`config.mk`:
```
export PLATFORM = sky130hd
export DESIGN_NAME = tank_move_ctrl
export DESIGN_NICKNAME = d
export VERILOG_FILES = /design/src/rtl/tank_move_ctrl.sv
export SDC_FILE = /design/constraint.sdc
export NUM_CORES = 1
export LEC_CHECK = 0
export ABC_AREA = 1
export CORE_ASPECT_RATIO = 2
export CORE_MARGIN = 2
export CORE_UTILIZATION = 33
export DETAILED_ROUTE_END_ITERATION = 6
export PLACE_DENSITY = 0.54
export SLEW_MARGIN = 20
export SYNTH_ARGS = -nofsm -noshare
export SYNTH_HDL_FRONTEND = slang
export SYNTH_SLANG_ARGS = --single-unit
```
`constraint.sdc`:
```
create_clock -name clk -period 2.6 [get_ports clk]
set_input_delay 0.52 -clock clk [delete_from_list [all_inputs] [get_ports clk]]
set_output_delay 0.52 -clock clk [all_outputs]
set_load 0.05 [all_outputs]
```
`src/rtl/tank_move_ctrl.sv`:
```
// Per-player tank controller: frame-paced stepping, map-checked moves, bullet spawn requests.
// Define TANK_MOVE_CTRL_WRAP_EN to wrap off-grid targets to the opposite edge instead of blocking them.
//
// state   | meaning
// S_IDLE  | waiting for a step event; rotations are applied here
// S_QUERY | map read strobe out for the target tile
// S_CHECK | wall flag sampled; target committed when clear
module tank_move_ctrl #(
  parameter int MAX_X         = 39,
  parameter int MAX_Y         = 29,
  parameter int INIT_X        = 2,
  parameter int INIT_Y        = 2,
  parameter int INIT_DIR      = 0,
  parameter int MOVE_PERIOD   = 8,
  parameter int FIRE_COOLDOWN = 30
) (
  input  logic       clk,
  input  logic       rst_n,
  input  logic       i_frame_tick,
  input  logic       i_enable,
  input  logic       i_up,
  input  logic       i_down,
  input  logic       i_left,
  input  logic       i_right,
  input  logic       i_fire,
  output logic [5:0] o_map_x,
  output logic [5:0] o_map_y,
  output logic       o_map_rd,
  input  logic       i_map_wall,
  output logic [5:0] o_tank_x,
  output logic [5:0] o_tank_y,
  output logic [1:0] o_tank_dir,
  output logic       o_fire_req,
  output logic [5:0] o_fire_x,
  output logic [5:0] o_fire_y,
  output logic [1:0] o_fire_dir,
  input  logic       i_fire_ack
);

  localparam int CW = $clog2(MOVE_PERIOD + 1);
  localparam int KW = $clog2(FIRE_COOLDOWN + 1);
  localparam logic [5:0] MAX_X6 = 6'(MAX_X);
  localparam logic [5:0] MAX_Y6 = 6'(MAX_Y);

  typedef enum logic [1:0] {S_IDLE, S_QUERY, S_CHECK} state_t;

  state_t        state;
  logic [CW-1:0] move_cnt;
  logic [KW-1:0] cooldown;

  logic       has_dir;
  logic [1:0] pick_dir;
  logic [5:0] tgt_x;
  logic [5:0] tgt_y;
  logic       at_edge;
  logic       blocked;
  logic       tick_en;
  logic       cnt_last;
  logic       step;

  assign tick_en  = i_frame_tick & i_enable;
  assign cnt_last = (move_cnt == CW'(MOVE_PERIOD - 1));
  assign step     = tick_en & cnt_last;

  always_comb begin
    has_dir = i_up | i_down | i_left | i_right;
    if (i_up)        pick_dir = 2'd0;
    else if (i_down) pick_dir = 2'd2;
    else if (i_left) pick_dir = 2'd3;
    else             pick_dir = 2'd1;
    tgt_x   = o_tank_x;
    tgt_y   = o_tank_y;
    at_edge = 1'b0;
    case (pick_dir)
      2'd0: begin
        at_edge = (o_tank_y == 6'd0);
        tgt_y   = at_edge ? MAX_Y6 : o_tank_y - 6'd1;
      end
      2'd1: begin
        at_edge = (o_tank_x == MAX_X6);
        tgt_x   = at_edge ? 6'd0 : o_tank_x + 6'd1;
      end
      2'd2: begin
        at_edge = (o_tank_y == MAX_Y6);
        tgt_y   = at_edge ? 6'd0 : o_tank_y + 6'd1;
      end
      default: begin
        at_edge = (o_tank_x == 6'd0);
        tgt_x   = at_edge ? MAX_X6 : o_tank_x - 6'd1;
      end
    endcase
`ifdef TANK_MOVE_CTRL_WRAP_EN
    blocked = 1'b0;
`else
    blocked = at_edge;
`endif
  end

  always_ff @(posedge clk or negedge rst_n) begin
    if (!rst_n) begin
      state      <= S_IDLE;
      move_cnt   <= '0;
      cooldown   <= '0;
      o_map_rd   <= 1'b0;
      o_map_x    <= 6'd0;
      o_map_y    <= 6'd0;
      o_tank_x   <= 6'(INIT_X);
      o_tank_y   <= 6'(INIT_Y);
      o_tank_dir <= 2'(INIT_DIR);
      o_fire_req <= 1'b0;
      o_fire_x   <= 6'd0;
      o_fire_y   <= 6'd0;
      o_fire_dir <= 2'd0;
    end else begin
      if (tick_en) move_cnt <= cnt_last ? '0 : move_cnt + CW'(1);
      o_map_rd <= 1'b0;

      case (state)
        S_IDLE: begin
          if (step && has_dir) begin
            if (pick_dir != o_tank_dir) begin
              o_tank_dir <= pick_dir;
            end else if (!blocked) begin
              o_map_rd <= 1'b1;
              o_map_x  <= tgt_x;
              o_map_y  <= tgt_y;
              state    <= S_QUERY;
            end
          end
        end
        S_QUERY: state <= S_CHECK;
        S_CHECK: begin
          // wall flag arrives one cycle after the strobe, i.e. now
          if (!i_map_wall) begin
            o_tank_x <= o_map_x;
            o_tank_y <= o_map_y;
          end
          state <= S_IDLE;
        end
        default: state <= S_IDLE;
      endcase

      if (o_fire_req && i_fire_ack) begin
        o_fire_req <= 1'b0;
        cooldown   <= KW'(FIRE_COOLDOWN);
      end else begin
        if (tick_en && cooldown != '0) cooldown <= cooldown - KW'(1);
        // payload captures the pre-commit tank state
        if (!o_fire_req && cooldown == '0 && i_fire && i_enable) begin
          o_fire_req <= 1'b1;
          o_fire_x   <= o_tank_x;
          o_fire_y   <= o_tank_y;
          o_fire_dir <= o_tank_dir;
        end
      end
    end
  end

endmodule

```
== Yosys cells after proc, flatten, opt, wreduce, memory -nomap -nowiden ==
Cells that the tools add are included.
W data, S select, Z words.

* Add/subtract/negate cells: 6
* Equality and inequality tests: 11
* Multiplexer cells: 23
* Bitwise operators: 9
* Reductions and logical operators: 21

{| class="wikitable"
|+ Operator list
! kind !! number
|-
| $mux W6 || 4
|-
| $pmux W6 S2 || 2
|-
| $add A6 B1 Y6 const B || 2
|-
| $logic_not A6 Y1 || 2
|-
| $mux W2 || 6
|-
| $sub A6 B1 Y6 const B || 2
|-
| $mux W5 || 2
|-
| $eq A6 B5 Y1 const B || 1
|-
| $eq A6 B6 Y1 const B || 1
|-
| $logic_and A1 B1 Y1 || 6
|-
| $mux W1 || 6
|-
| $ne A2 B2 Y1 const B || 3
|-
| $reduce_and A3 Y1 || 2
|-
| $logic_not A5 Y1 || 1
|-
| $reduce_bool A5 Y1 || 1
|-
| $sub A5 B1 Y5 const B || 1
|-
| $add A4 B1 Y4 const B || 1
|-
| $eq A2 B1 Y1 const B || 2
|-
| $eq A2 B2 Y1 const B || 2
|-
| $eq A4 B3 Y1 const B || 1
|-
| $logic_not A2 Y1 || 2
|-
| $mux W4 || 1
|-
| $not A1 Y1 || 4
|-
| $pmux W2 S2 || 1
|-
| other kinds (9) || 14
|}

* Flip-flop bits (word level): 53
* Input bits: 11
* Output and inout bits: 42
* Logic and storage cells: 83

== Logic depth before layout (Yosys ltp) ==
Gate-level depths: netlist (run 1).

* Depth in word-level cells: 9
* Depth in mapped cells: 11
* Depth with buffers taken out: 11

== Worst setup path before layout (run 1) ==
No wires, ideal clock.

* Path type: reg2reg
* Start: reg o_tank_y[0]
* End: reg o_map_x[0]
* Library setup time: 0.118 ns
* Arrival: 2.149 ns
* Data required time: 2.482 ns
* Path slack: 0.334 ns
* Cell stages (with the launch flop): 12
* Buffers on the path: 1
* Path through: dfrtp_1 clkinv_1 ha_1 inv_1 nor2_2 nand4_1 nand3_4 nor2_8 nand3_4 buf_6 nand2_1 nand2_1

* Cells in the longest elaborated chain, start to end: 4

{| class="wikitable"
|+ Ends and longest elaborated chain
! element !! RTL line !! RTL
|-
| start: declaration || 31 || <nowiki>output logic [5:0] o_tank_y,</nowiki>
|-
| start signal: assignment || 108 || <nowiki>o_tank_y <= 6'(INIT_Y);</nowiki>
|-
| start signal: assignment || 136 || <nowiki>o_tank_y <= o_map_y;</nowiki>
|-
| $eq A6 B5 Y1 / $logic_not A6 Y1 (equally long branches) || 84, 76 ||
|-
| $pmux W1 S3 (*) || 74 || <nowiki>case (pick_dir)</nowiki>
|-
| $not A1 Y1 (no source line) (*) || -- ||
|-
| $reduce_and A4 Y1 (no source line) (*) || -- ||
|-
| end signal: assignment || 125 || <nowiki>o_map_x <= tgt_x;</nowiki>
|-
| end: declaration || 26 || <nowiki>output logic [5:0] o_map_x,</nowiki>
|}

Mark *: on every way between the ends. The rest lies on a longest branch, timed or not.
A chain may end at the register's enable or synchronous reset.

== Worst setup path after layout (run 1) ==
* Start: reg o_tank_y[2]
* End: out o_tank_y[2]

No word-level cell between the ends.

==> metrics.md, run 1 <==
| Metric | Value |
|---|---|
| MaxCap Viol Count | 0 |
| Yosys warning total | 0 |
| P&R area growth vs syn | 26.98% |
| Fin Clk Skew | 0.002949 ns |
| Worst setup EP type | primary output |
| Max frequency | 437.4 MHz |
| DIE AREA | a little under 10000 sq um |
| Initial DRC Count | between 150 and 200 |
| RSZ-0062 raised after global routing | no |
| P per Cell Area | between 1000 and 1500 nW/um^2 |
| Final core utilization | 0.4273 |
| Cell Int Power | approximately 0.0024 W |
| Clock Power Share | 0.174 |
| Pins over their slew limit | 0 |
| CTS buffer count | 5 |
| Biggest fanout along the worst timing path | 9 |
| Syn Area/Cell | approximately 8 sq um |
| Clock slew at reported path FFs | 0.07 ns |
| Vias | roughly 2700 |
| Placeable Area | 8890 sq um |
| Vias/cell | 5.030 |
| Pre-antenna DRT Iters | 4 |
| Crit Path Class | reg -> out |
| Crit-path max cell delay | slightly below 0.9 ns |
| Yosys reg bits | 53 |
| DRC | 0 |
| Sw Ratio | 0.4753 |
| Worst path cell trace | clkdlybuf4s50_1 |
| Required @ worst endpoint | 2.08 ns |
| Total inserted antenna cells | 0 |
| Layout net count | 456 |
| Worst Path Arrival | 1.77 ns |
| Sink Count | 53 |
| Number of global-route vias before repair | 2685 |
| Fin Hold WS | between 0.15 and 0.2 ns |
| IO Pins | 53 |
| Worst hold path type | in -> async |
| CTS H-Tree Depth | 2 |
| GRT Total Usage | 0.1697 |
| Core Rows | 49 |
| Detailed Place HPWL | 6028 microns |
| Pin count of the biggest net entering global routing | 33 |
| Die Height | 138.7 microns |
| Cell Area, Synth | between 2000 and 3000 sq um |
| Routed len/inst | 14.64 microns |
| Hold_buf cts | 0 |
| Setup TNS | 0 ns |
| Final cycle utilization of the critical path | 0.8793 |
| CTS Root Cell | clkbuf_16 |
| Post-CTS Setup Bufs | 0 |
| Final GP Congestion | 0.8548 |
| CTS-repair resized insts | 0 |
| Die Width | 71.33 microns |
| Sequential area share after synthesis | 0.4442 |
| Worst Setup Start Kind | register |
| CTS tree | done |
| Logic pwr share | 0.505 |
| Slowest-stage cell, CP | clkdlybuf4s50_1 |
| # setup viols final | 0 |
| Maximum clock path buffer count | 2 |
| Status | complete, no violations |
| Clock Latency Late Sink | 0.30 ns |
| Final Hold Viols | 0 |
| Lkg Pwr | 1.925 nW |
| I/O Buffers | 52 |
| Post-route ant nets | 0 |
| First-pass GRT wire length | 13220 microns |
| WL final | between 7000 and 8000 microns |
| Final period demand of the worst path | 2.286 ns |
| Layout cell share with drive strength beyond 1 | 0.09817 |
| Max transition margin | 0.6413 |
| Cell family with most CP delay | buffers and inverters |
| VDD IR max | 0.0005359 V |
| Synth Instances | 384 |
| Buffers & Inverters on Critical Path | 1 |
| Syn_nets | 403 |
| Final Power | 0.004524 W |
| Initial Util | 0.3365 |
| Congestion Overflow GR | 0 |
| Number of antenna violations at the first check in global routing | 0 |
| Slew @ Worst Pin | about 0.54 ns |
| Net switching power | 0.002150 W |
| Yosys cell types | 29 |
| Share of power burned in registers | 0.320 |
worst paths after layout:
kind,from,end,slack [ns],cells past startpoint
max in group asynchronous,rst_n,o_tank_x[1]$_DFFE_PN1P_,1.78,2
min in group clk,state[1]$_DFFE_PN0P_,state[1]$_DFFE_PN0P_,0.46,1
worst min-delay path,rst_n,o_fire_y[5]$_DFFE_PN0P_,0.20,1
worst max register to register,o_tank_y[1]$_DFFE_PN1P_,o_map_y[3]$_DFFE_PN0P_,0.61,10
worst max-delay path,o_tank_y[2]$_DFFE_PN0P_,o_tank_y[2],0.31,1
worst min register to register,state[1]$_DFFE_PN0P_,state[1]$_DFFE_PN0P_,0.46,1
sequential cells by signal, summed over array words and instances, names as in the netlist:
name and cells:
o_fire_x 6, o_fire_y 6, o_map_x 6, o_map_y 6
o_tank_x 6, o_tank_y 6, cooldown 5, move_cnt 4
o_fire_dir 2, o_tank_dir 2, state 2, o_fire_req 1
o_map_rd 1
metal layers:
layer | vias to the layer above | global-route usage | part of all wire
met5 | - | 0 | 0
met4 | 0 | 0.06256 | 0.020
met3 | 9 | 0.02762 | 0.042
met2 | 79 | 0.3090 | 0.56
met1 | 1286 | 0.1929 | 0.38
li1 | 1342 | - | -
cell families after synthesis:
logic type	Yosys count	share of synthesized area
fa+ha+maj	8	0.03346
buf+inv	51	0.07277
compound gates	44	0.07654
flops	53	0.4442
simple gates	224	0.3614
xor+xnor	4	0.01171
cell usage in the layout, fill, tap and decap left out, drive strengths merged, types with 2 or more instances in the layout:
cell type and count:
nand3b 3, nand4 11, clkinv 2, buf 6, dfrtp 51, clkbuf 6
inv 38, nor3 3, a21oi 12, o211ai 2, nand2 118, clkdlybuf4s50 51
xor2 4, ha 8, nand3 49, o21ai 30, nor2 40, dfstp 2
stage by stage:
step | instances | setup slack (ns) | cell area [sq um]
3_5_place_dp | 532 | 0.2147 | 3622
2_1_floorplan | 384 | 0.3335 | 2992
4_1_cts | 540 | 0.3122 | 3799
3_3_place_gp | 532 | 0.2478 | 3622
6_report | 540 | 0.3139 | 3799
5_1_grt | 540 | 0.2822 | 3799
cells in the mapped netlist:
cell,instances,area (sq um)
nand3_4,3,52.55
dfstp_2,2,52.55
clkinv_1,1,3.750
a21oi_1,12,60.06
nand2_4,1,11.26
o21ai_2,1,8.760
nand3_2,1,10.01
nor2_1,33,123.9
buf_6,2,22.52
clkinv_4,1,8.760
o21ai_0,29,145.1
ha_1,8,100.1
nor3_4,1,16.27
nand2_2,8,50.05
nor3_1,2,10.01
nand4_1,11,68.82
inv_2,4,15.01
buf_2,5,25.02
nor2_4,2,22.52
o211ai_1,2,15.01
nand3b_1,3,22.52
inv_1,34,127.6
clkbuf_1,4,15.01
nor2_2,3,18.77
nand3_1,45,225.2
nand2_1,109,409.1
xor2_1,4,35.03
dfrtp_1,51,1276
nor2_8,2,40.04
power by group through the flow:
stage / Combinational, W / Clock [W] / Sequential (W)
final: 0.00229 / 0.000788 / 0.00145
after floorplan: 0.000770 / 0 / 0.00221
after detailed placement: 0.00230 / 0 / 0.00146
after global placement: 0.00228 / 0 / 0.00146
after global routing: 0.00248 / 0.000850 / 0.00150
after CTS: 0.00230 / 0.000815 / 0.00145
final cells by class:
cell class                      count  area, sq um
Fill cell                         920         5091
Multi-Input combinational cell    280         1445
Sequential cell                    53         1329
Timing Repair Buffer               57        565.5
Inverter                           40        155.1
Clock buffer                        6        138.9
Tap cell                          102        127.6
Clock inverter                      2        37.54
Note: power is estimated with default switching activity, not from simulation.
==> run 2, diff against run 1 <==
- CTS_BUF_LIST: not set -> sky130_fd_sc_hd__clkbuf_2 sky130_fd_sc_hd__clkbuf_4 sky130_fd_sc_hd__clkbuf_8
==> run 2 against run 1 <==
Net effect:
- via count increased by 0.63%
- sequential share of layout area up 0.53 points
- count of clock-buffer cells in the layout did not move
- final area shrank 1.5%
- worst hold slack worse by 0.032 ns
- global-route usage decreased by 0.16 points
- clock skew increased by 0.00074 ns
- first-iteration DRC count rose by 15%
- largest cell class unchanged
- largest power group unchanged
==> metrics.md, run 2 (synthesized netlist as in run 1, its figures left out) <==
| Metric | Value |
|---|---|
| Post-CTS Setup Bufs | 0 (unchanged) |
| Reg-to-reg startpoint | o_tank_y[1]$_DFFE_PN1P_ |
| CTS Root Cell | clkbuf_8 |
| Layout cell share with drive strength beyond 1 | 0.09817 (unchanged) |
| Crit-path max cell delay | 0.88 ns (about the same) |
| Worst setup EP type | primary output |
| Slew @ Worst Pin | 0.5428 ns (+0.004798 ns) |
| Highest-count cells in the layout ignoring fill and taps | nand2_1 (109), dfrtp_1 (51), clkdlybuf4s50_1 (51) |
| Required @ worst endpoint | 2.08 ns (about the same) |
| VDD IR max | 0.0005357 V (about the same) |
| Cell family with most CP delay | buffers and inverters |
| Max transition margin | 0.6381 (-0.003199) |
| I/O Buffers | 52 (unchanged) |
| Setup TNS | 0 ns (unchanged) |
| First-pass GRT wire length | 13190 microns (-0.26%) |
| Fillers | 927 (+0.76%) |
| Biggest fanout along the worst timing path | 9 (unchanged) |
| # setup viols final | 0 (unchanged) |
| R2R setup slack | 0.62 ns (about the same) |
| Congestion Overflow GR | 0 (unchanged) |
| P&R area growth vs syn | 25.09% |
| Pin count of the biggest net entering global routing | 33 (unchanged) |
| Initial Util | 0.3365 (unchanged) |
| Worst Path Arrival | 1.80 ns (+0.03 ns) |
| Final Hold Viols | 0 (unchanged) |
| CTS-repair resized insts | 0 (unchanged) |
| Detailed Place HPWL | 6028 microns (unchanged) |
| Final GP Congestion | 0.8548 (unchanged) |
| Core Rows | 49 (unchanged) |
| Met3 WL | 327 microns (-1.5%) |
| Vias | 2733 (+0.63%) |
| Post-route ant nets | 0 (unchanged) |
| Reg2Reg Depth | 10 (unchanged) |
| Commonest non-fill, non-tap cell in the layout | nand2_1 |
| Worst Setup Start Kind | register |
| Status | complete, no violations |
| Vias/cell | 5.061 (+0.63%) |
| Die Height | 138.7 microns (unchanged) |
| Initial DRC Count | 180 (+15%) |
| Met2 routed WL | 4388 microns (-0.68%) |
| Fin Clk Skew | 0.003693 ns (+0.0007439 ns) |
| DIE AREA | 9889 sq um (unchanged) |
| MaxCap Viol Count | 0 (unchanged) |
| Max frequency | 431.5 MHz (-1.3%) |
| Pre-antenna DRT Iters | 5 (+1) |
| Buffers & Inverters on Critical Path | 1 (unchanged) |
| Worst path cell trace | clkdlybuf4s50_1 |
| Lkg Pwr | 1.899 nW (-1.3%) |
| Crit path depth | 1 (unchanged) |
| Die Width | 71.33 microns (unchanged) |
| IO Pins | 53 (unchanged) |
| Maximum clock path buffer count | 2 (unchanged) |
| GRT Total Usage | 0.1681 (-0.001647) |
| Final period demand of the worst path | 2.317 ns (+0.03113 ns) |
| RSZ-0062 raised after global routing | no |
| P per Cell Area | 1160 nW/um^2 (-2.6%) |
| DRC | 0 (unchanged) |
| Final cycle utilization of the critical path | 0.8913 (+0.01197) |
| Sink Count | 53 (unchanged) |
| Clock Latency Late Sink | 0.32 ns (+0.02 ns) |
| Worst R2R End | o_map_y[3]$_DFFE_PN0P_ |
| Register area | 1329 sq um (unchanged) |
| Multi-input logic area | 1445 sq um (unchanged) |
| Hold_buf cts | 0 (unchanged) |
| Slowest-stage cell, CP | clkdlybuf4s50_1 |
| CTS buffer count | 5 (unchanged) |
| Worst hold path type | in -> async |
| Number of global-route vias before repair | 2683 (-0.074%) |
| Number of antenna violations at the first check in global routing | 0 (unchanged) |
| Routed len/inst | 14.65 microns (about the same) |
| Final core utilization | 0.4210 (-0.006334) |
| Pins over their slew limit | 0 (unchanged) |
| M1 wire length | 3041 microns (+1.5%) |
| CTS H-Tree Depth | 2 (unchanged) |
| Top Metal Used | met4 |
| Layout net count | 456 (unchanged) |
| Crit Path Class | reg -> out |
| Total inserted antenna cells | 0 (unchanged) |
| WL final | 7911 microns (about the same) |
| Placeable Area | 8890 sq um (unchanged) |
| Clock slew at reported path FFs | 0.10 ns (+0.03 ns) |
| CTS tree | done |
-- run 2: cell types whose count changed in the layout (fill, tap and decap cells not counted) --
cell,before,now
clkbuf_8,1,6
clkbuf_16,5,0
-- run 2: layout make-up --
type,count,area share
Clock inverter,2,0.01003
Multi-Input combinational cell,280,0.3862
Clock buffer,6,0.02207
Timing Repair Buffer,57,0.1511
Sequential cell,53,0.3551
Inverter,40,0.04146
Tap cell,102,0.03410
-- run 2: metrics by stage --
step | area, sq um | setup slack, ns | std cells | total power (W) | hold WS [ns]
6_report | 3742 | 0.2827 | 540 | 0.004341 | 0.1651
5_1_grt | 3742 | 0.2416 | 540 | 0.004633 | 0.1969
4_1_cts | 3742 | 0.2806 | 540 | 0.004381 | 0.1821
3_5_place_dp | 3622 | 0.2147 | 532 | 0.003765 | 0.4623
3_3_place_gp | 3622 | 0.2478 | 532 | 0.003741 | 0.4406
2_1_floorplan | 2992 | 0.3335 | 384 | 0.002982 | 0.2244
-- run 2: power by group --
group | switching [W] | total, W | internal [W] | leakage, nW
Combinational | 0.00154 | 0.00229 | 0.000754 | 1.20
Clock | 0.000293 | 0.000607 | 0.000313 | 0.0574
Sequential | 0.000306 | 0.00144 | 0.00114 | 0.640
-- run 2: layer usage --
metal | track usage | vias to the layer above
met5 | 0 | -
met3 | 0.02544 | 11
li1 | - | 1341
met4 | 0.05660 | 0
met2 | 0.3099 | 85
met1 | 0.1909 | 1296
-- run 2: how the worst max path moves through the flow --
stage,from,to
6_report,o_tank_y[2]$_DFFE_PN0P_,o_tank_y[2]
5_1_grt,o_tank_y[2]$_DFFE_PN0P_,o_tank_y[2]
4_1_cts,o_tank_y[2]$_DFFE_PN0P_,o_tank_y[2]
3_5_place_dp,i_up,o_map_x[5]$_DFFE_PN0P_
3_3_place_gp,i_up,o_map_y[3]$_DFFE_PN0P_
2_1_floorplan,o_tank_y[0]$_DFFE_PN0P_,o_map_x[0]$_DFFE_PN0P_
==> run 3, diff against run 2 <==
- CORE_ASPECT_RATIO: 2 -> 1.25
- DONT_BUFFER_PORTS: not set -> 1
- HOLD_SLACK_MARGIN: not set -> 0.08
- PLACE_DENSITY: 0.54 -> 0.47
==> run 3 against run 2 <==
Net effect:
- first-iteration DRC count down 31%
- cell count is 4.3% lower
- setup slack gained 0.46 ns
- die area fell by 0.42%
- sequential share of layout area up 4.3 points
- non-clock buffer count fell by 41
- combinational power fell by 47%
- worst hold slack better by 0.24 ns
- critical path type is now reg -> reg
- largest cell class unchanged
==> metrics.md, run 3 (synthesized netlist as in run 1, its figures left out) <==
| Metric | Value |
|---|---|
| Biggest fanout along the worst timing path | 14 (+5) |
| Layout net count | 415 (-9.0%) |
| Status | complete, no violations |
| CTS-repair resized insts | 0 (unchanged) |
| Grt met3 use | 0.04410 (+0.01866) |
| Pin count of the biggest net entering global routing | 54 (+64%) |
| I/O Buffers | 0 (-100%) |
| VDD IR max | 0.0003598 V (-33%) |
| Number of global-route vias before repair | 2485 (-7.4%) |
| Pins over their slew limit | 0 (unchanged) |
| Final GP Congestion | 0.8358 (-2.2%) |
| Worst hold path type | in -> reg |
| CTS tree | done |
| Logic pwr share | 0.310 (-0.218) |
| P per Cell Area | 1169 nW/um^2 (+0.80%) |
| Post-route ant nets | 0 (unchanged) |
| Worst Path Arrival | 2.07 ns (+0.27 ns) |
| DRC | 0 (unchanged) |
| Critical Path Sink | o_map_y[4]$_DFFE_PN0P_ |
| Final core utilization | 0.3814 (-0.03953) |
| Clock slew at reported path FFs | 0.10 ns (about the same) |
| Setup TNS | 0 ns (unchanged) |
| Crit. Startpoint | o_tank_x[1]$_DFFE_PN1P_ |
| Routed len/inst | 14.88 microns (+1.6%) |
| Sink Count | 53 (unchanged) |
| Number of antenna violations at the first check in global routing | 0 (unchanged) |
| Final Hold Viols | 0 (unchanged) |
| MaxCap Viol Count | 0 (unchanged) |
| R2R setup slack | 0.74 ns (+0.12 ns) |
| Sw Ratio | 0.5307 (+0.03852) |
| CTS buffer count | 5 (unchanged) |
| Met1 usage in global routing | 0.2131 (+0.02219) |
| Max frequency | 537.6 MHz (+25%) |
| Maximum clock path buffer count | 2 (unchanged) |
| WL final | 7695 microns (-2.7%) |
| RSZ-0062 raised after global routing | no |
| Share of power burned in registers | 0.539 (+0.207) |
| Clock Latency Late Sink | 0.31 ns (about the same) |
| Max transition margin | 0.6193 (-0.01882) |
| Final period demand of the worst path | 1.860 ns (-0.4572 ns) |
| CTS Root Cell | clkbuf_8 |
| Worst setup EP type | register |
| Slew @ Worst Pin | 0.5711 ns (+0.02823 ns) |
| IO Pins | 53 (unchanged) |
| Crit Path Class | reg -> reg |
| Placeable Area | 8748 sq um (-1.6%) |
| Worst Setup Start Kind | register |
| Clock Power Share | 0.151 (+0.011) |
| CTS H-Tree Depth | 2 (unchanged) |
| Vias | 2537 (-7.2%) |
| DIE AREA | 9848 sq um (-0.42%) |
| Die Height | 110.5 microns (-20%) |
| Vias/cell | 4.907 (-3.0%) |
| First-pass GRT wire length | 12810 microns (-2.8%) |
| Net switching power | 0.002070 W (-3.1%) |
| # setup viols final | 0 (unchanged) |
| Final cycle utilization of the critical path | 0.7154 (-0.1758) |
| Cell Int Power | 0.001831 W (-17%) |
| Core Rows | 38 (-22%) |
| Commonest non-fill, non-tap cell in the layout | nand2_1 |
| Layout cell share with drive strength beyond 1 | 0.1310 (+0.03281) |
| P&R area growth vs syn | 11.54% |
| Reg-to-reg startpoint | o_tank_x[1]$_DFFE_PN1P_ |
| Die Width | 89.16 microns (+25%) |
| Busiest grt layer | met2 |
| Total inserted antenna cells | 0 (unchanged) |
| Pre-antenna DRT Iters | 4 (-1) |
| Congestion Overflow GR | 0 (unchanged) |
| GRT Total Usage | 0.1658 (-0.002301) |
| Reg2Reg Depth | 10 (unchanged) |
| Met2 Use GR | 0.2657 (-0.04426) |
| Lkg Pwr | 1.750 nW (-7.9%) |
| Required @ worst endpoint | 2.81 ns (+0.73 ns) |
| Initial Util | 0.3420 (+0.005439) |
| Fin Clk Skew | 0.004287 ns (+0.0005936 ns) |
| Detailed Place HPWL | 5649 microns (-6.3%) |
| Worst R2R End | o_map_y[4]$_DFFE_PN0P_ |
| Highest-count cells in the layout ignoring fill and taps | nand2_1 (109), dfrtp_1 (51), nand3_1 (45) |
| Initial DRC Count | 125 (-31%) |
run 3: changes by cell type in the layout (fill, tap and decap cells not counted), sizes merged:
cell,delta
buf,+9
clkinvlp,-1
clkdlybuf4s50,-51
dlygate4sd3,+1
clkinv,+1
run 3: repair_timing:
item,in CTS,in global routing
hold buffers,2,0
endpoints found under the hold margin,53,0
buffers inserted,0,0
run 3: cell type report:
cell class	instances	area, sq um
tap	120	150.1
fill	955	5411
clock inverter	2	38.79
timing repair buffer	16	142.6
inverter	40	155.1
sequential	53	1329
clock buffer	6	76.32
multi-input combinational	280	1445
run 3: metrics by stage:
| stage | worst slack [ns] | cells | area, sq um | power (W) | hold slack (ns) |
|---|---|---|---|---|---|
| 3_3_place_gp | 0.7549 | 507 | 3184 | 0.003308 | 0.2260 |
| 2_1_floorplan | 0.3335 | 384 | 2992 | 0.002982 | 0.2244 |
| 4_1_cts | 0.7144 | 517 | 3337 | 0.003965 | 0.3890 |
| 3_5_place_dp | 0.7225 | 507 | 3184 | 0.003333 | 0.2270 |
| 5_1_grt | 0.5322 | 517 | 3337 | 0.004202 | 0.3995 |
| 6_report | 0.7399 | 517 | 3337 | 0.003902 | 0.4061 |
run 3: critical path, cell delays in order, from the launching register on:
cell     delay [ns]
dfstp_2        0.62
inv_1          0.09
ha_1           0.20
inv_1          0.07
nor2_2         0.05
nand3_1        0.15
nor2_4         0.08
nor2_8         0.15
nand3_4        0.17
nand2_1        0.11
nand2_1        0.06
run 3: metal layers:
layer  vias to the layer above  wire length, microns
met5                         -                     0
met1                      1204                  3332
met3                         9                   474
met2                        60                  3736
met4                         0                   151
li1                       1264                     -
run 3: worst min path at each step:
stage | startpoint | endpoint | slack (ns) | depth (start not counted)
global route | i_down | o_tank_dir[0]$_DFFE_PN0P_ | 0.40 | 3
finish | i_down | o_tank_dir[0]$_DFFE_PN0P_ | 0.41 | 3
floorplan | rst_n | cooldown[0]$_DFFE_PN0P_ | 0.22 | 0
global placement | rst_n | o_fire_y[2]$_DFFE_PN0P_ | 0.23 | 0
CTS | i_down | o_tank_dir[0]$_DFFE_PN0P_ | 0.39 | 3
detailed placement | rst_n | move_cnt[3]$_DFFE_PN0N_ | 0.23 | 0
run 3: power groups by stage:
stage | logic [W] | registers [W] | clock network, W
6_report | 0.00121 | 0.00210 | 0.000590
5_1_grt | 0.00139 | 0.00216 | 0.000651
4_1_cts | 0.00123 | 0.00211 | 0.000622
3_5_place_dp | 0.00120 | 0.00213 | 0
3_3_place_gp | 0.00118 | 0.00213 | 0
2_1_floorplan | 0.000770 | 0.00221 | 0
